File: src/rtl/fir_pkg.sv
// Shared constants and the Q1.15 coefficient table for the 64-tap low-pass FIR
// (windowed sinc, cutoff 0.1*fs, Hamming window, scaled for unity DC gain).
package fir_pkg;

  localparam int ADDR_WIDTH = 7;
  localparam int DATA_WIDTH = 16;
  localparam int NUM_TAPS   = 64;
  localparam int TAP_IDX_W  = $clog2(NUM_TAPS);

  typedef logic signed [DATA_WIDTH-1:0] coeff_t;

  // Generated offline; symmetric about taps 31/32, word sum 32766.
  localparam coeff_t COEFF_TABLE [NUM_TAPS] = '{
     16'sd21,    16'sd9,     -16'sd10,   -16'sd30,
    -16'sd44,   -16'sd43,    -16'sd20,    16'sd25,
     16'sd79,    16'sd117,    16'sd114,   16'sd52,
    -16'sd62,   -16'sd190,   -16'sd274,  -16'sd259,
    -16'sd115,   16'sd133,    16'sd402,   16'sd573,
     16'sd535,   16'sd237,   -16'sd274,  -16'sd839,
    -16'sd1221, -16'sd1178,  -16'sd547,   16'sd684,
     16'sd2346,  16'sd4115,   16'sd5600,  16'sd6447,
     16'sd6447,  16'sd5600,   16'sd4115,  16'sd2346,
     16'sd684,  -16'sd547,   -16'sd1178, -16'sd1221,
    -16'sd839,  -16'sd274,    16'sd237,   16'sd535,
     16'sd573,   16'sd402,    16'sd133,  -16'sd115,
    -16'sd259,  -16'sd274,   -16'sd190,  -16'sd62,
     16'sd52,    16'sd114,    16'sd117,   16'sd79,
     16'sd25,   -16'sd20,    -16'sd43,   -16'sd44,
    -16'sd30,   -16'sd10,     16'sd9,     16'sd21
  };

  // Addresses past the populated taps read as zero rather than aliasing.
  function automatic coeff_t coeff_lookup(input logic [ADDR_WIDTH-1:0] addr);
    coeff_t word;
    word = '0;
    if (int'(addr) < NUM_TAPS) word = COEFF_TABLE[addr[TAP_IDX_W-1:0]];
    return word;
  endfunction

endpackage

File: src/rtl/fir_coeff_rom_if.sv
// Read port between the FIR tap sequencer (master) and the coefficient ROM (slave).
interface fir_coeff_rom_if;
  import fir_pkg::*;

  logic [ADDR_WIDTH-1:0] address;
  coeff_t                q;

  modport master (output address, input q);
  modport slave  (input address, output q);

endinterface

File: src/rtl/fir_coeff_rom.sv
// Single-port coefficient ROM: address sampled on the rising edge, word
// presented from a register one cycle later; reset_n clears the word asynchronously.
module fir_coeff_rom
  import fir_pkg::*;
(
  input  logic          clock,
  input  logic          reset_n,
  fir_coeff_rom_if.slave bus
);

  coeff_t q_reg;

  // The lookup sits in front of the register, so q never sees address directly.
  always_ff @(posedge clock or negedge reset_n) begin
    if (!reset_n) q_reg <= '0;
    else          q_reg <= coeff_lookup(bus.address);
  end

  assign bus.q = q_reg;

endmodule

File: src/flat_wrapper.sv
// flat-port wrapper written by rule: the top's interface ports become plain ports
module fir_coeff_rom_flat import fir_pkg::*;
  (clock, reset_n, bus_address, bus_q);
  fir_coeff_rom_if bus_i ();
  input  logic clock;
  input  logic reset_n;
  input wire logic [$bits(bus_i.address)-1:0] bus_address;
  output wire logic [$bits(bus_i.q)-1:0] bus_q;
  assign bus_i.address = bus_address;
  assign bus_q = bus_i.q;
  fir_coeff_rom u_core (.clock(clock), .reset_n(reset_n), .bus(bus_i));
endmodule
File: config.mk
export PLATFORM = sky130hd
export DESIGN_NAME = fir_coeff_rom_flat
export DESIGN_NICKNAME = d
export VERILOG_FILES = /design/src/rtl/fir_pkg.sv /design/src/rtl/fir_coeff_rom_if.sv /design/src/rtl/fir_coeff_rom.sv /design/src/flat_wrapper.sv
export SDC_FILE = /design/constraint.sdc
export NUM_CORES = 1
export LEC_CHECK = 0
export ABC_AREA = 1
export BUFFER_PORTS_ARGS = -buffer_cell sky130_fd_sc_hd__buf_2
export CAP_MARGIN = 10
export CORE_UTILIZATION = 52
export CTS_CLUSTER_SIZE = 8
export DETAILED_ROUTE_END_ITERATION = 10
export PLACE_DENSITY = 0.73
export RECOVER_POWER = 25
export SYNTH_ARGS = -nofsm -noshare
export SYNTH_HDL_FRONTEND = slang
export SYNTH_SLANG_ARGS = --single-unit
File: constraint.sdc
create_clock -name clock -period 0.8 [get_ports clock]
set_input_delay 0.08 -clock clock [delete_from_list [all_inputs] [get_ports clock]]
set_output_delay 0.08 -clock clock [all_outputs]
set_load 0.05 [all_outputs]
# Word level (Yosys, flattened, before mapping)
# Memories as Yosys holds them, arrays and structs flattened.
# Index checks and enable logic that the tools add are counted.
classes:
  magnitude_cmp: 2
  muxes: 3
  bitwise_logic: 1
ops:
  columns: ["cell", "count"]
  rows:
  - ["16-bit two-way mux", 3]
  - ["7-bit greater-or-equal comparator, second input constant", 1]
  - ["7-bit less-than comparator, second input constant", 1]
  - ["6-bit NOT with 7-bit output", 1]
word_totals:
  inputBits: 9
  mem_count: 1
  mem_bits_ro: 1024
  output_inout_bits: 16
  ff_bits: 16
mem_list:
  columns: ["memory", "depth", "word_bits", "rd", "rd_clocked_by_memory_dff", "wr", "line_no", "text"]
  rows:
  - ["(no name shown)", 64, 16, 1, 0, 0, "fir_pkg.sv:36", "if (int'(addr) < NUM_TAPS) word = COEFF_TABLE[addr[TAP_IDX_W-1:0]];"]

# Logic depth before layout (Yosys ltp)
# Gate-level depths: netlist of run 1.
logic_depth:
  depth_word: 5
  ltp_mapped: 11
  ltp_nobuf: 11

# Worst setup path before layout of run 1
# OpenSTA, ideal clock, no wires.
synth_path:
  kind: "input to register"
  startpoint: "in bus_address[0]"
  endpoint: "reg u_core.q_reg[11], in the netlist u_core.bus.q[11]"
  path_buffers: 0
  setup_ps: 118
  stages: 9
  t_arrival_ps: 1056
  path_slack_ps: -373
  path_cell_list: "inv_1 ha_1 inv_1 nand2_1 nand3_2 nand2_1 nand2_2 a21oi_1 nor2_1"
synth_between:
  elab_chain_len: 5
  word_cells_on_any_way: 6
synth_lines:
  columns: ["item", "line_no", "text"]
  rows:
  - ["start: declaration", "flat_wrapper.sv:7", "input wire logic [$bits(bus_i.address)-1:0] bus_address;"]
  - ["6-bit NOT with 7-bit output (not written as such)", "fir_pkg.sv:36", null]
  - ["memory 64 x 16 bit", null, null]
  - ["16-bit two-way mux (not written as such) (2 in series)", "fir_pkg.sv:36", null]
  - ["16-bit two-way mux *", "fir_pkg.sv:36", null]
  - ["end signal: assignment", "fir_coeff_rom.sv:16", "else q_reg <= coeff_lookup(bus.address);"]
  - ["end: declaration", "fir_coeff_rom.sv:11", "coeff_t q_reg;"]
# Mark *: on every way between the ends. The rest lies on a longest branch, timed or not. The select of a mux whose other input is x is not followed.

# Final worst setup path of run 1
layout_path:
  startpoint: "in bus_address[0]"
  endpoint: "reg u_core.q_reg[9], in the netlist u_core.bus.q[9]"
# The elaborated chain is that of the path after synthesis.

==> results of run 1 <==
[cells by family (layout without fill, tap and decap cells)]
family | count (synthesis) | count (layout)
adder cells (fa/ha/maj) | 11 | 11
buffers and inverters | 35 | 92
AND/OR/NAND/NOR | 212 | 212
flip-flops | 14 | 14
AO/OA/AOI/OAI | 26 | 26
[worst min-delay path: cells and delay by family]
kind,cells,cell delay (ps)
buffers and inverters,2,250
AOI/OAI and AO/OA,1,60
and+or+nand+nor,1,80
[repair_timing]
action                                 CTS  global route
hold buffers                             2             0
pin swaps                               35            10
setup endpoints to repair               30            30
setup buffers                            3             1
resized for setup                       96            11
endpoints found under the hold margin   15             0
[cell type report]
type,count,share of cell area
Timing Repair Buffer,73,0.2603
Sequential cell,14,0.1281
Clock buffer,3,0.008234
Tap cell,44,0.02013
Multi-Input combinational cell,249,0.5508
Inverter,16,0.03248
[how the worst max path moves through the flow]
stage | end | slack, ps | from
after floorplan | u_core.bus.q[10] | -310 | bus_address[0]
after global placement | u_core.bus.q[10] | -670 | bus_address[0]
after detailed placement | u_core.bus.q[10] | -710 | bus_address[0]
after CTS | u_core.bus.q[0] | -260 | bus_address[0]
after global routing | u_core.bus.q[9] | -450 | bus_address[0]
final | u_core.bus.q[9] | -440 | bus_address[0]
[metal layers]
layer	vias to the layer above	global-route usage	routed length, um
met4	0	0.2392	690
met3	108	0.1948	1137
met1	1141	0.5007	2792
li1	1088	-	-
met2	299	0.6986	3626
met5	-	0	0
[layout by cell type, fill, tap and decap left out, drive strengths merged]
cell / instances
a21oi: 20
a31oi: 1
buf: 70
clkbuf: 4
clkinv: 1
clkinvlp: 1
dfrtp: 14
dlygate4sd3: 2
ha: 11
inv: 14
nand2: 110
nand3: 68
nor2: 33
o21ai: 5
or2: 1
[metrics by stage]
stage	instances	setup TNS, ps	area, um^2	hold WS [ps]
final	399	-6987	2735	237.5
after global routing	399	-7425	2735	249.6
after floorplan	298	-4261	1824	-215.6
after detailed placement	390	-8935	2262	-14.02
after global placement	390	-8663	2262	-18.21
after CTS	398	-4388	2689	204.4
[report_power, final]
| part | switching, mW | internal (mW) | leakage (nW) | total [mW] |
|---|---|---|---|---|
| clock | 0.233 | 0.175 | 0.0138 | 0.408 |
| sequential | 0.0389 | 0.770 | 0.178 | 0.809 |
| combinational | 1.19 | 0.697 | 1.17 | 1.89 |
| total | 1.47 | 1.64 | 1.36 | 3.11 |
==> flow_summary.yaml, run 1 <==
run_status:
  status: "complete, but fails checks"
  violations: "negative setup slack"
yosys:
  synthFlopType: "dfrtp_1"
  netlist_area_mm2: 0.001755
  synth.top_cell.area_share: 0.2181
  synth_warnings: 0
  syn-num-nets: 318
  synth_compound_area_frac: 0.07912
  netlist_instances: 298
  synth-async-reset-ratio: 1.000
  synthAdderAreaFrac: 0.07840
  synth_edf_count: 0
  avgSynthCellArea_um2: 5.891
  synthSimpleGateAreaFrac: 0.5274
  muxShareOfSynthArea: 0
  yosysMostFrequentCell: "nand2_1"
  synthTopCellsByArea: "nand2_1, dfrtp_1, nand3_1"
  ys_types: 25
  synth_seq_cells: 14
  synth_common_cells: "nand2_1, nand3_1, nor2_1, a21oi_1, dfrtp_1"
  synth_xor_area_frac: 0
  seq_area_frac_synth: 0.1996
  yosys.area.top_type: "nand2_1"
  synth_top_family_by_area: "simple AND/OR/NAND/NOR gates"
detailed_routing:
  drt-total-wl_um: 8247
  vias: 2636
  drt_iter0_drc: 580
  drc: 0
  antenna_left: 0
  drt_pass1_iterations: 7
  vias_per_cell: 6.607
  wl_per_cell_um: 20.67
placed_design:
  place_ws_ps: -707.6
  dpl.hpwl_um: 4533
  io_buffers: 24
  place_congestion: 1.021
critical_path:
  cp-end-kind: "register"
  crit_slowest_cell: "ha_4"
  start_kind: "input port"
  path_common_cell: "nor2_1"
  cp_max_fo: 5
  crit_cells: 11
  worstPathArrival_ps: 1450
  critical-path-top-delay-family: "simple AND/OR/NAND/NOR gates"
  worst-setup-path-type: "in -> reg"
  cp.buffers_inverters: 3
  slowest_delay_ps: 240
  required_ps: 1010
  path_cells: "buf_8, clkinvlp_4, ha_4, nor2_1, nor2_1, buf_4, nor2_2, nand2_1, nand3_1, nand2_1, nor2_1"
finish:
  regArea_um2: 350.3
  multi_input_area_mm2: 0.001506
  area_delta_synth_final_pct: 55.81
  utilization: 0.8744
  final_nets: 377
  fillers: 156
  final_layout_size_suffix_gt1_frac: 0.4113
  insertedDiodeCount: 0
  largest_reg_flops: 14
sta:
  worstMarginPinSlew_ps: 502.9
  drv_slew: 0
  fin_crit_sh: 1.553
  timing.slew.headroom: 0.6643
  setup_slack_ps: -442.5
  fmax_ghz: 0.8048
  timing.final.crit_period_ps: 1242
  setup_viol: 30
  grt_setup_unrepaired: "yes"
  hold_viol: 0
global_route:
  grt.overflow.total: 0
  grt_pass1_wl_um: 11780
  grt_pass1_vias: 2495
  grt_use_total: 0.4442
  antenna_found_initial: 0
  grt_max_degree: 25
floorplanning:
  coreArea_mm2: 0.003128
  fp-row-count: 20
  dieArea_mm2: 0.003612
  die_height_um: 60.10
  die_w_um: 60.10
  boundaryPins: 25
  initial_core_util: 0.5612
hold_path:
  whs_path_depth: 4
  hold_path_class: "in -> reg"
  min-delay-start: "bus_address[5]"
  min_to: "u_core.bus.q[0]"
job:
  cap_violations: 0
power:
  power_density_mw_per_mm2: 1136
  ir_worst_vdd_v: 0.001288
  power.total_mw: 3.106
  p_leak_nw: 1.360
clock_tree:
  cts_num_sinks: 14
  root_buffer: "clkbuf_4"
  clk_pin_slew_worst_paths_ps: 80
  cts_buffer_depth: 2
  cts_made_buffers: 3
  htreeDepth: 1
  cts_tree: "built"
Note: power is estimated with default switching activity, not from simulation.
==> run 2, diff against run 1 <==
ABC_AREA = not set   (was 1)
CORE_UTILIZATION = 63   (was 52)
PLACE_DENSITY = 0.83   (was 0.73)
clock period = 1.45 ns   (was 0.8 ns; I/O delays follow)
==> run 2 against run 1 <==
The run still ends with negative setup slack left. Synthesized cell count decreased by 15%. Via count down 5.2%. First-iteration DRC count is 36% lower. Global-route usage increased by 1.3 points. Worst setup slack better by 380 ps. Combinational power shrank 51%. Die area decreased by 11%. Critical path depth is 3 lower. Largest power group unchanged.
==> flow_summary.yaml, run 2 <==
placed_design:
  place_ws_ps: -351.1
  place_congestion: 1.063
  io_buffers: 24
  dpl_cell_area_mm2: 0.002457
  dpl.hpwl_um: 4995
yosys:
  synthTopCellsByArea: "dfrtp_1, ha_1, a21oi_1"
  synth.top_cell.area_share: 0.1862
  synth_common_cells: "a21oi_1, o21ai_0, nand2_1, nor2_1"
  seq_area_frac_synth: 0.1862
  synth_edf_count: 0
  synth_seq_cells: 14
  synthFlopType: "dfrtp_1"
  yosys.area.top_type: "dfrtp_1"
  ys_types: 49
  netlist_area_mm2: 0.001882
  synth_warnings: 0
  yosysMostFrequentCell: "a21oi_1"
  netlist_instances: 252
  avgSynthCellArea_um2: 7.467
  synth-async-reset-ratio: 1.000
  syn-num-nets: 272
critical_path:
  cp_max_fo: 5
  worstPathArrival_ps: 1700
  required_ps: 1640
  start_kind: "input port"
  cp-end-kind: "register"
  startpoint: "bus_address[0]"
  worst-setup-path-type: "in -> reg"
clock_tree:
  cts_num_sinks: 14
  cts_made_buffers: 3
  root_buffer: "clkbuf_4"
  clk_pin_slew_worst_paths_ps: 80
  cts_tree: "built"
  cts_buffer_depth: 2
  htreeDepth: 1
floorplanning:
  dieArea_mm2: 0.003210
  die_height_um: 56.66
  coreArea_mm2: 0.002781
  boundaryPins: 25
  die_w_um: 56.66
  initial_core_util: 0.6766
  fp-row-count: 19
finish:
  final_cell_mix: "buf_4, a21oi_1, o21ai_0"
  area_delta_synth_final_pct: 37.63
  final_layout_size_suffix_gt1_frac: 0.3870
  final_nets: 345
  fillers: 112
  design_area_mm2: 0.002590
  insertedDiodeCount: 0
  largest_reg_flops: 14
  layout_commonest_cell: "buf_4"
detailed_routing:
  drt_pass1_iterations: 5
  antenna_left: 0
  wl_per_cell_um: 21.30
  drt_iter0_drc: 371
  vias_per_cell: 7.056
  drt-total-wl_um: 7539
  vias: 2498
  drc: 0
hold_path:
  min-delay-start: "bus_address[6]"
  hold_path_class: "in -> reg"
  whs_path_depth: 2
global_route:
  antenna_found_initial: 0
  grt_pass1_wl_um: 11150
  grt_use_total: 0.4575
  grt.overflow.total: 0
  grt_pass1_vias: 2220
  grt_max_degree: 41
power:
  power.total_mw: 1.596
  p_leak_nw: 1.200
  power_density_mw_per_mm2: 616.4
  ir_worst_vdd_v: 0.0007851
sta:
  timing.slew.headroom: 0.4585
  timing.final.crit_period_ps: 1517
  fmax_ghz: 0.6594
  setup_slack_ps: -66.58
  drv_slew: 0
  hold_viol: 0
  fin_crit_sh: 1.046
  grt_setup_unrepaired: "yes"
  tns_ps: -119.4
  worstMarginPinSlew_ps: 812.2
  setup_viol: 2
run_status:
  status: "complete, but fails checks"
  violations: "negative setup slack"
job:
  cap_violations: 0
==> run 2: final cells by class <==
type	count	area, um^2	area share
multi-input combinational	201	1414	0.5459
sequential	14	350.3	0.1353
tap	31	38.79	0.01498
inverter	8	37.54	0.01449
timing repair buffer	97	726.9	0.2807
clock buffer	3	22.52	0.008696
==> run 2: worst paths after layout <==
kind	slack (ps)	endpoint
max	-70	u_core.bus.q[2]
min	270	u_core.bus.q[7]
max in group asynchronous	500	u_core.bus.q[4]
min in group asynchronous	450	u_core.bus.q[12]
==> run 2: cell families (layout without fill, tap and decap cells) <==
group / after synthesis / in the layout / share of synthesized area
compound gates: 98 / 98 / 0.3398
fa+ha+maj: 11 / 11 / 0.07314
buf+inv: 37 / 108 / 0.1070
flops: 14 / 14 / 0.1862
mux: 9 / 9 / 0.06250
simple gates: 83 / 83 / 0.2314
==> run 2: power breakdown <==
group | leakage (nW) | internal [mW] | total [mW] | switching, mW
logic | 1.01 | 0.358 | 0.930 | 0.572
clock network | 0.0138 | 0.0968 | 0.231 | 0.134
registers | 0.179 | 0.425 | 0.436 | 0.0111
==> run 2: repair_timing <==
action,CTS,global route
hold endpoints to repair,14,0
pin swaps,1,5
buffers inserted,0,4
endpoints found under the setup margin,6,14
hold buffers,1,0
resized for setup,6,16
==> run 2: worst max-delay path: stages <==
cell,delay [ps]
buf_8,100
buf_6,120
ha_4,160
mux4_2,530
nor2_4,150
a21oi_2,40
or3b_1,390
o41ai_2,60
==> run 2: through the flow <==
stage	util	hold slack, ps	cells
floorplan	-	-150.6	252
detailed placement	0.8835	56.19	346
global route	0.9312	249.5	354
finish	0.9312	273.0	354
global placement	0.8835	51.42	346
CTS	0.9024	238.5	350
==> run 2: metal layers <==
metal	GRT usage	vias up	share of wire
met4	0.2787	0	0.084
met3	0.08525	75	0.14
met5	0	-	0
met1	0.5786	1089	0.34
met2	0.7160	267	0.43
li1	-	1067	-
